### src/rtl/mp3_play_ctrl.sv
// MP3 player sequencer: buttons and end-of-song events drive song index, play/pause and volume.
// Optional build macro MP3_REPEAT_ONE_EN: end-of-song restarts the current song instead of advancing.
//
// state     | meaning
// ST_PAUSE  | playback paused, end-of-song ignored
// ST_PLAY   | playing current song
// ST_SWITCH | o_sw_req handshake with decoder for new index, retried on timeout
module mp3_play_ctrl #(
   parameter int NUM_SONGS  = 4,
   parameter int IDX_W      = 2,
   parameter int VOL_INIT   = 8,
   parameter int ATT_STEP   = 8,
   parameter int SW_TIMEOUT = 1000
) (
   input  logic             clk,
   input  logic             rst_n,
   input  logic             i_next,
   input  logic             i_pre,
   input  logic             i_pause,
   input  logic             i_vol_plus,
   input  logic             i_vol_dec,
   input  logic             i_finish_song,
   input  logic             i_sw_ack,
   output logic [IDX_W-1:0] o_song_idx,
   output logic             o_pause,
   output logic [3:0]       o_vol_level,
   output logic [7:0]       o_vol_att,
   output logic             o_sw_req,
   output logic             o_disp_upd,
   output logic [3:0]       o_retry_cnt
);

   localparam int               TMO_W    = $clog2(SW_TIMEOUT);
   localparam logic [IDX_W-1:0] IDX_LAST = IDX_W'(NUM_SONGS - 1);
   localparam logic [TMO_W-1:0] TMO_LOAD = TMO_W'(SW_TIMEOUT - 1);
   localparam logic [3:0]       VOL_RST  = 4'(VOL_INIT);
   localparam logic [7:0]       ATT_RST  = 8'((15 - VOL_INIT) * ATT_STEP);

   typedef enum logic [1:0] {ST_PAUSE, ST_PLAY, ST_SWITCH} state_t;

   state_t           state_q, state_d;
   logic [IDX_W-1:0] idx_q, idx_d, idx_inc, idx_dec, idx_fin, tgt;
   logic [3:0]       vol_q, vol_d;
   logic [7:0]       att_q, att_d;
   logic [15:0]      att_full;
   logic             pause_q, pause_d;
   logic             req_q, req_d;
   logic             disp_q, disp_d;
   logic [3:0]       retry_q, retry_d;
   logic [TMO_W-1:0] tmo_q, tmo_d;
   logic             go_sw;

   assign idx_inc = (idx_q == IDX_LAST) ? '0 : idx_q + IDX_W'(1);
   assign idx_dec = (idx_q == '0) ? IDX_LAST : idx_q - IDX_W'(1);
`ifdef MP3_REPEAT_ONE_EN
   assign idx_fin = idx_q;
`else
   assign idx_fin = idx_inc;
`endif

   always_comb begin
      state_d = state_q;
      idx_d   = idx_q;
      req_d   = req_q;
      tmo_d   = tmo_q;
      retry_d = retry_q;
      vol_d   = vol_q;
      go_sw   = 1'b0;
      tgt     = idx_q;

      case (state_q)
         ST_PLAY: begin
            if (i_finish_song) begin
               go_sw = 1'b1;
               tgt   = idx_fin;
            end else if (i_next) begin
               go_sw = 1'b1;
               tgt   = idx_inc;
            end else if (i_pre) begin
               go_sw = 1'b1;
               tgt   = idx_dec;
            end else if (i_pause) begin
               state_d = ST_PAUSE;
            end
         end
         ST_PAUSE: begin
            if (i_next) begin
               go_sw = 1'b1;
               tgt   = idx_inc;
            end else if (i_pre) begin
               go_sw = 1'b1;
               tgt   = idx_dec;
            end else if (i_pause) begin
               state_d = ST_PLAY;
            end
         end
         ST_SWITCH: begin
            // button pulses are intentionally dropped while the decoder switches
            if (i_sw_ack) begin
               req_d   = 1'b0;
               state_d = ST_PLAY;
            end else if (!req_q) begin
               req_d = 1'b1;
               tmo_d = TMO_LOAD;
            end else if (tmo_q == '0) begin
               req_d = 1'b0;
               if (retry_q != 4'hF) retry_d = retry_q + 4'd1;
            end else begin
               tmo_d = tmo_q - TMO_W'(1);
            end
         end
         default: state_d = ST_PAUSE;
      endcase

      if (go_sw) begin
         state_d = ST_SWITCH;
         idx_d   = tgt;
         req_d   = 1'b1;
         tmo_d   = TMO_LOAD;
      end

      if (i_vol_plus && !i_vol_dec && vol_q != 4'hF) begin
         vol_d = vol_q + 4'd1;
      end else if (i_vol_dec && !i_vol_plus && vol_q != 4'h0) begin
         vol_d = vol_q - 4'd1;
      end

      att_full = {12'd0, 4'hF - vol_d} * 16'(ATT_STEP);
      att_d    = att_full[7:0];
      pause_d  = (state_d == ST_PAUSE);
      disp_d   = (idx_d != idx_q) || (pause_d != pause_q) || (vol_d != vol_q);
   end

   always_ff @(posedge clk) begin
      if (!rst_n) begin
         state_q <= ST_PAUSE;
         idx_q   <= '0;
         pause_q <= 1'b1;
         vol_q   <= VOL_RST;
         att_q   <= ATT_RST;
         req_q   <= 1'b0;
         disp_q  <= 1'b0;
         retry_q <= 4'd0;
         tmo_q   <= '0;
      end else begin
         state_q <= state_d;
         idx_q   <= idx_d;
         pause_q <= pause_d;
         vol_q   <= vol_d;
         att_q   <= att_d;
         req_q   <= req_d;
         disp_q  <= disp_d;
         retry_q <= retry_d;
         tmo_q   <= tmo_d;
      end
   end

   assign o_song_idx  = idx_q;
   assign o_pause     = pause_q;
   assign o_vol_level = vol_q;
   assign o_vol_att   = att_q;
   assign o_sw_req    = req_q;
   assign o_disp_upd  = disp_q;
   assign o_retry_cnt = retry_q;

endmodule

### config.mk
export PLATFORM = sky130hd
export DESIGN_NAME = mp3_play_ctrl
export DESIGN_NICKNAME = d
export VERILOG_FILES = /design/src/rtl/mp3_play_ctrl.sv
export SDC_FILE = /design/constraint.sdc
export NUM_CORES = 1
export LEC_CHECK = 0
export CAP_MARGIN = 20
export CORE_ASPECT_RATIO = 0.9
export CORE_MARGIN = 2
export CORE_UTILIZATION = 47
export DETAILED_ROUTE_END_ITERATION = 8
export HOLD_SLACK_MARGIN = 0.15
export PLACE_DENSITY = 0.78
export SLEW_MARGIN = 20
export SYNTH_ARGS = -nofsm -noshare
export SYNTH_HDL_FRONTEND = slang
export SYNTH_SLANG_ARGS = --single-unit
export TNS_END_PERCENT = 10
### constraint.sdc
create_clock -name clk -period 2.45 [get_ports clk]
set_clock_uncertainty 0.05 [all_clocks]
set_input_delay 0.3675 -clock clk [delete_from_list [all_inputs] [get_ports clk]]
set_output_delay 0.3675 -clock clk [all_outputs]
set_load 0.01 [all_outputs]
==> reports/qor.yml, run 1 <==
power:
  p_seq_share_pct: 44.6
  p_int_mw: 0.8828
  power_density_nw_per_um2: 626.1
  swShare_pct: 30.82
  peakVddDrop_mv: 0.3370
  pwr-share-clk_pct: 29.6
  p_comb_share_pct: 25.8
  p_leak_nw: 0.7997
  p_sw_mw: 0.3934
logic_synthesis:
  synth-edff-count: 0
  synth_seq_cells: 29
  netlist_area_um2: 1625
  synth_top_flop_cell: "dfxtp_1"
  ys_types: 54
  synthArstFlopShare_pct: 0
  synth_cells: 187
  ys_seq_area_share_pct: 35.72
  ys_warn_count: 0
  synth.avg_cell_area_um2: 8.691
timing:
  period_needed_ns: 2.331
  drv_slew: 0
  period_share_pct: 95.15
  max_slew_margin_pct: 51.36
  fmax_mhz: 429.0
  rsz0062_at_grt: "false"
  holdWs_ns: 0.4600
  setup_tns_ns: 0
  setup_viol: 0
  hold_violations: 0
  tightestPinTransition_ns: 0.7229
clocking:
  cts_buffers: 5
  clock_path_buffers: 2
  cts_setup_buffers: 0
  cts_tree: "yes"
  root_buffer: "clkbuf_8"
  cts_max_level: 2
  cts.clk_slew.worst_paths_ns: 0.06
  cts_sinks: 29
  clk_latency_ns: 0.28
floorplan:
  dieArea_um2: 3945
  fp-row-count: 20
  ios: 30
  fp.dieH_um: 59.79
  start_util_pct: 48.47
  die_w_um: 65.99
  core_um2: 3353
finish:
  final_common_cell: "dfxtp_1"
  nNetsFinal: 237
  stdcell_area_um2: 2038
  drive_gt1_share_pct: 10.36
  n_antenna_cell: 0
  area_growth_pct: 25.40
  final_cell_mix: "29 x dfxtp_1, 25 x clkdlybuf4s50_1, 13 x o21ai_0"
  fin_cells: 266
  fin_util_pct: 60.78
worst_hold_path:
  holdPathStages: 2
  hp-start: "o_retry_cnt[3]"
  whs_endpoint: "o_retry_cnt[3]"
  worstHoldPathType: "flop to flop"
routing:
  drc: 0
  drtIter0Drc: 86
  vias_per_cell: 5.722
  firstDrtPassIters: 4
  num_vias: 1522
  routed_wl_um: 3538
  antenna_left: 0
  wl_per_cell_um: 13.30
run:
  cap_violations: 0
placed_design:
  portBuffers: 25
  dpl-instance-area_um2: 1952
  dp.cells: 258
  dpl.hpwl_um: 2542
  gp_congestion: 0.8089
worst_setup_path:
  cpPeakStageDelay_ns: 0.52
  r2r-start: "tmo_q[0]"
  worstPathArrival_ns: 2.49
  cp_slowest_cell: "or4_1"
  end_kind: "flop"
  reg2regPathDepth: 6
  r2r_setup_slack_ns: 0.12
  r2r_end: "o_retry_cnt[3]"
  worst_ep_required_time_ns: 2.61
  path_max_fanout: 7
  path_cells: "inv_1 -> ha_1 -> or4bb_1 -> or4_4 -> or4_1 -> a21oi_1"
  path_class: "flop to flop"
  critPathLaunchType: "flop"
grt:
  antenna_found_initial: 0
  grt_max_degree: 16
  grt.overflow.total: 0
  grt_usage_pct: 19.18
  grt_pass1_vias: 1244
  grt_pass1_wl_um: 5761
status:
  status: "completed"
[worst max-delay path by stage]
| stage | start | cells after the start | endpoint | slack [ns] |
|---|---|---|---|---|
| 6_report | tmo_q[0] | 6 | o_retry_cnt[3] | 0.12 |
| 5_1_grt | tmo_q[0] | 6 | o_retry_cnt[2] | 0.03 |
| 4_1_cts | tmo_q[0] | 6 | o_retry_cnt[3] | 0.07 |
| 3_5_place_dp | tmo_q[0] | 6 | o_retry_cnt[3] | 0.08 |
| 3_3_place_gp | tmo_q[0] | 6 | o_retry_cnt[3] | 0.11 |
| 2_1_floorplan | tmo_q[3] | 6 | o_retry_cnt[3] | 0.15 |
[through the flow]
step                      total power [mW]  setup WS [ns]
after floorplan                     0.7749         0.1465
after global placement              0.9006         0.1117
after detailed placement            0.9043        0.08036
after CTS                            1.286        0.06529
after global routing                 1.355        0.03466
final                                1.276         0.1189
[power groups by stage]
stage	registers, mW	logic (mW)	clock network (mW)
2_1_floorplan	0.580	0.195	0
3_3_place_gp	0.576	0.325	0
3_5_place_dp	0.578	0.327	0
4_1_cts	0.568	0.328	0.390
5_1_grt	0.576	0.368	0.411
6_report	0.569	0.330	0.378
[logic make-up after synthesis]
group	count (synthesis)	synth area share [%]
buf+inv	22	6.543
compound gates	59	25.25
xor+xnor	3	1.617
other cells	1	0.2307
fa+ha+maj	7	5.389
flops	29	35.72
simple gates	65	24.56
mux	1	0.6928
[critical path, delay by kind of cell, from the launching register on]
kind / cells / cell delay (ns)
DFF: 1 / 0.33
and+or+nand+nor: 3 / 1.51
AOI/OAI and AO/OA: 1 / 0.14
adders and majority gates: 1 / 0.14
buffers and inverters: 1 / 0.08
[Yosys cell counts, types with 2 or more instances]
library cell / n / area (µm²)
nor2_1: 5 / 18.77
o211a_1: 4 / 40.04
inv_1: 10 / 37.54
nor3_1: 6 / 30.03
and3_1: 6 / 37.54
ha_1: 7 / 87.58
a311oi_1: 3 / 26.28
and2_1: 4 / 25.02
o21a_1: 4 / 30.03
o211ai_1: 2 / 15.01
a211oi_1: 4 / 30.03
a31oi_1: 4 / 25.02
nand2b_1: 4 / 25.02
nand3_1: 8 / 40.04
o31ai_1: 3 / 22.52
clkbuf_1: 4 / 15.01
o21ai_0: 13 / 65.06
or4_1: 4 / 30.03
nand2_1: 6 / 22.52
nor4_1: 3 / 18.77
xor2_1: 2 / 17.52
a21oi_1: 9 / 45.04
buf_4: 4 / 30.03
a32oi_1: 2 / 17.52
a22oi_1: 2 / 15.01
or3_1: 4 / 25.02
dfxtp_1: 29 / 580.6
nand4b_1: 2 / 17.52
nand4_1: 3 / 18.77
nor4b_1: 2 / 17.52
[state kept, by name (all words and copies together), names as in the netlist]
signal / count
tmo_q: 10
o_retry_cnt: 4
o_vol_att: 4
o_vol_level: 4
o_song_idx: 2
state_q: 2
o_disp_upd: 1
o_pause: 1
o_sw_req: 1
[layout make-up]
| type | count | area, µm² |
|---|---|---|
| Sequential cell | 29 | 580.6 |
| Multi-Input combinational cell | 139 | 953.4 |
| Clock inverter | 2 | 10.01 |
| Timing Repair Buffer | 35 | 325.3 |
| Inverter | 11 | 41.29 |
| Clock buffer | 6 | 72.57 |
| Fill cell | 288 | 1315 |
| Tap cell | 44 | 55.05 |
[timing repair]
| action | in CTS | in global routing |
|---|---|---|
| endpoints found under the setup margin | 0 | 2 |
| hold buffers | 0 | 0 |
| resized for setup | 0 | 1 |
[metal layers]
layer | wire length (µm) | up-vias | GRT usage (%)
met2 | 1507 | 44 | 29.29
li1 | - | 773 | -
met1 | 1784 | 703 | 26.19
met3 | 205 | 2 | 4.520
met5 | 0 | - | 0
met4 | 40 | 0 | 7.872
Power figures use the tool's default switching activity.
==> inputs of run 2 (changes only) <==
- CAP_MARGIN: 20 -> 10
==> results of run 2 <==
Same layout as run 1: the final DEF is identical, and so are final timing and power.
==> inputs of run 3 (changes only) <==
- CORE_UTILIZATION: 47 -> 55
- PLACE_DENSITY: 0.78 -> 0.85
- clock period: 2.45 -> 2.9 ns (I/O delays scaled with it)
==> reports/qor.yml, run 3 (synthesis results as in run 1) <==
status:
  status: "completed"
timing:
  max_slew_margin_pct: 48.94  # -2.4 points
  holdWs_ns: 0.4740  # +0.01395 ns
  tightestPinTransition_ns: 0.7600  # +0.03718 ns
  setup_viol: 0  # unchanged
  drv_slew: 0  # unchanged
  hold_violations: 0  # unchanged
  period_share_pct: 85.76  # -9.4 points
  rsz0062_at_grt: "false"
  fmax_mhz: 402.1  # -6.3%
  setup_tns_ns: 0  # unchanged
  period_needed_ns: 2.487  # +0.1561 ns
floorplan:
  fp.dieH_um: 55.57  # -7.1%
  core_um2: 2770  # -17%
  ios: 30  # unchanged
  die_w_um: 61.30  # -7.1%
  fp-row-count: 18  # -10%
  start_util_pct: 58.67  # +10 points
  dieArea_um2: 3406  # -14%
worst_hold_path:
  worstHoldPathType: "flop to flop"
  hp-start: "o_retry_cnt[3]"
routing:
  antenna_left: 0  # unchanged
  routed_wl_um: 3776  # +6.7%
  drc: 0  # unchanged
  wl_per_cell_um: 14.69  # +10%
  firstDrtPassIters: 4  # unchanged
  topRoutingLayerUsed: "met4"
  m1WireLength_um: 1722  # -3.5%
  wl_met3_um: 247  # +20%
  num_vias: 1573  # +3.4%
  met2_length_um: 1788  # +19%
  vias_per_cell: 6.121  # +7.0%
  drtIter0Drc: 126  # +47%
power:
  p_sw_mw: 0.3256  # -17%
  power_density_nw_per_um2: 554.6  # -11%
  swShare_pct: 29.44  # -1.4 points
  p_int_mw: 0.7804  # -12%
  peakVddDrop_mv: 0.3230  # -4.2%
  p_leak_nw: 0.7731  # -3.3%
  p_seq_share_pct: 43.5  # -1.1 points
  pwr-share-clk_pct: 31.6  # +2.0 points
  p_comb_share_pct: 25.0  # -0.8 points
finish:
  nNetsFinal: 232  # -2.1%
  area_growth_pct: 22.71
  drive_gt1_share_pct: 7.834  # -2.5 points
  n_antenna_cell: 0  # unchanged
  final_cell_mix: "29 x dfxtp_1, 25 x clkdlybuf4s50_1, 13 x o21ai_0"
  final_common_cell: "dfxtp_1"
  largest_reg_flops: 10  # unchanged
  fin_util_pct: 72.00  # +11 points
  stdcell_area_um2: 1994  # -2.1%
  fillers: 218  # -24%
  top_register: "tmo_q"
worst_setup_path:
  r2r-start: "tmo_q[0]"
  r2r_setup_slack_ns: 0.41  # +0.29 ns
  critPathMostFrequentCell: "or4_1"
  end_kind: "flop"
  path_max_fanout: 10  # +3
  path_class: "flop to flop"
  critPathLaunch: "tmo_q[0]"
  cpPeakStageDelay_ns: 0.59  # +0.07 ns
  path_cells: "inv_1 -> ha_1 -> or4bb_1 -> or4_1 -> or4_1 -> a21oi_1"
  cp_slowest_cell: "or4_1"
  critPathLaunchType: "flop"
  worst_ep_required_time_ns: 3.11  # +0.50 ns
  worstPathArrival_ns: 2.70  # +0.21 ns
grt:
  antenna_found_initial: 0  # unchanged
  grt_usage_pct: 24.65  # +5.5 points
  grt_pass1_wl_um: 6410  # +11%
  grt.overflow.total: 0  # unchanged
  grt_pass1_vias: 1417  # +14%
  grt_max_degree: 16  # unchanged
placed_design:
  dpl-instance-area_um2: 1909  # -2.2%
  gp_congestion: 0.8726  # +7.9%
  dpl.hpwl_um: 2801  # +10%
  portBuffers: 25  # unchanged
clocking:
  cts_hold_buf: 0  # unchanged
  clock_path_buffers: 2  # unchanged
  cts_sinks: 29  # unchanged
  root_buffer: "clkbuf_4"
  cts_tree: "yes"
  clk_latency_ns: 0.33  # +0.05 ns
  cts_setup_buffers: 0  # unchanged
  cts_buffers: 5  # unchanged
  cts_max_level: 2  # unchanged
  cts_resized: 0  # unchanged
  cts.clk_slew.worst_paths_ns: 0.10  # +0.04 ns
run:
  cap_violations: 0  # unchanged
## run 3: cell types whose count changed in the layout (fill, tap and decap cells not counted)
cell,change
buf_4,-5
bufinv_16,+1
clkbuf_4,+5
clkbuf_8,-4
clkinv_2,-2
or4_1,+1
or4_4,-1
## run 3: path summary, 6_finish.rpt
check                        end  depth (start not counted)
setup / recovery  o_retry_cnt[3]                          6
hold / removal    o_retry_cnt[3]                          2
setup reg to reg  o_retry_cnt[3]                          6
hold reg to reg   o_retry_cnt[3]                          2
## run 3: stage by stage
stage | power (mW) | std cells | setup WS, ns
finish | 1.106 | 257 | 0.4129
global placement | 0.7470 | 249 | 0.5328
detailed placement | 0.7612 | 249 | 0.4639
CTS | 1.114 | 257 | 0.4265
global route | 1.172 | 257 | 0.2909
floorplan | 0.6546 | 190 | 0.5965
## run 3: area by class of cell
cell class	count	area [µm²]	area share, %
Multi-Input combinational cell	139	949.7	47.62
Clock inverter	1	30.03	1.506
Clock buffer	7	55.05	2.760
Tap cell	40	50.05	2.509
Inverter	11	41.29	2.070
Sequential cell	29	580.6	29.11
Timing Repair Buffer	30	287.8	14.43
## run 3: routing by layer
metal	global-route usage (%)	vias up
li1	-	772
met3	8.372	2
met1	33.72	736
met5	0	-
met4	7.764	0
met2	36.17	63
## run 3: critical path: cells and delay by family (launching register included)
kind / cells / cell delay (ns)
simple gates: 3 / 1.66
flops: 1 / 0.36
buf+inv: 1 / 0.09
fa+ha+maj: 1 / 0.13
compound gates: 1 / 0.14
## run 3: power by group through the flow
stage               sequential (mW)  combinational [mW]  clock (mW)
CTS                           0.479               0.276       0.359
global route                  0.486               0.309       0.376
detailed placement            0.488               0.274           0
floorplan                     0.490               0.165           0
finish                        0.481               0.276       0.349
global placement              0.485               0.262           0
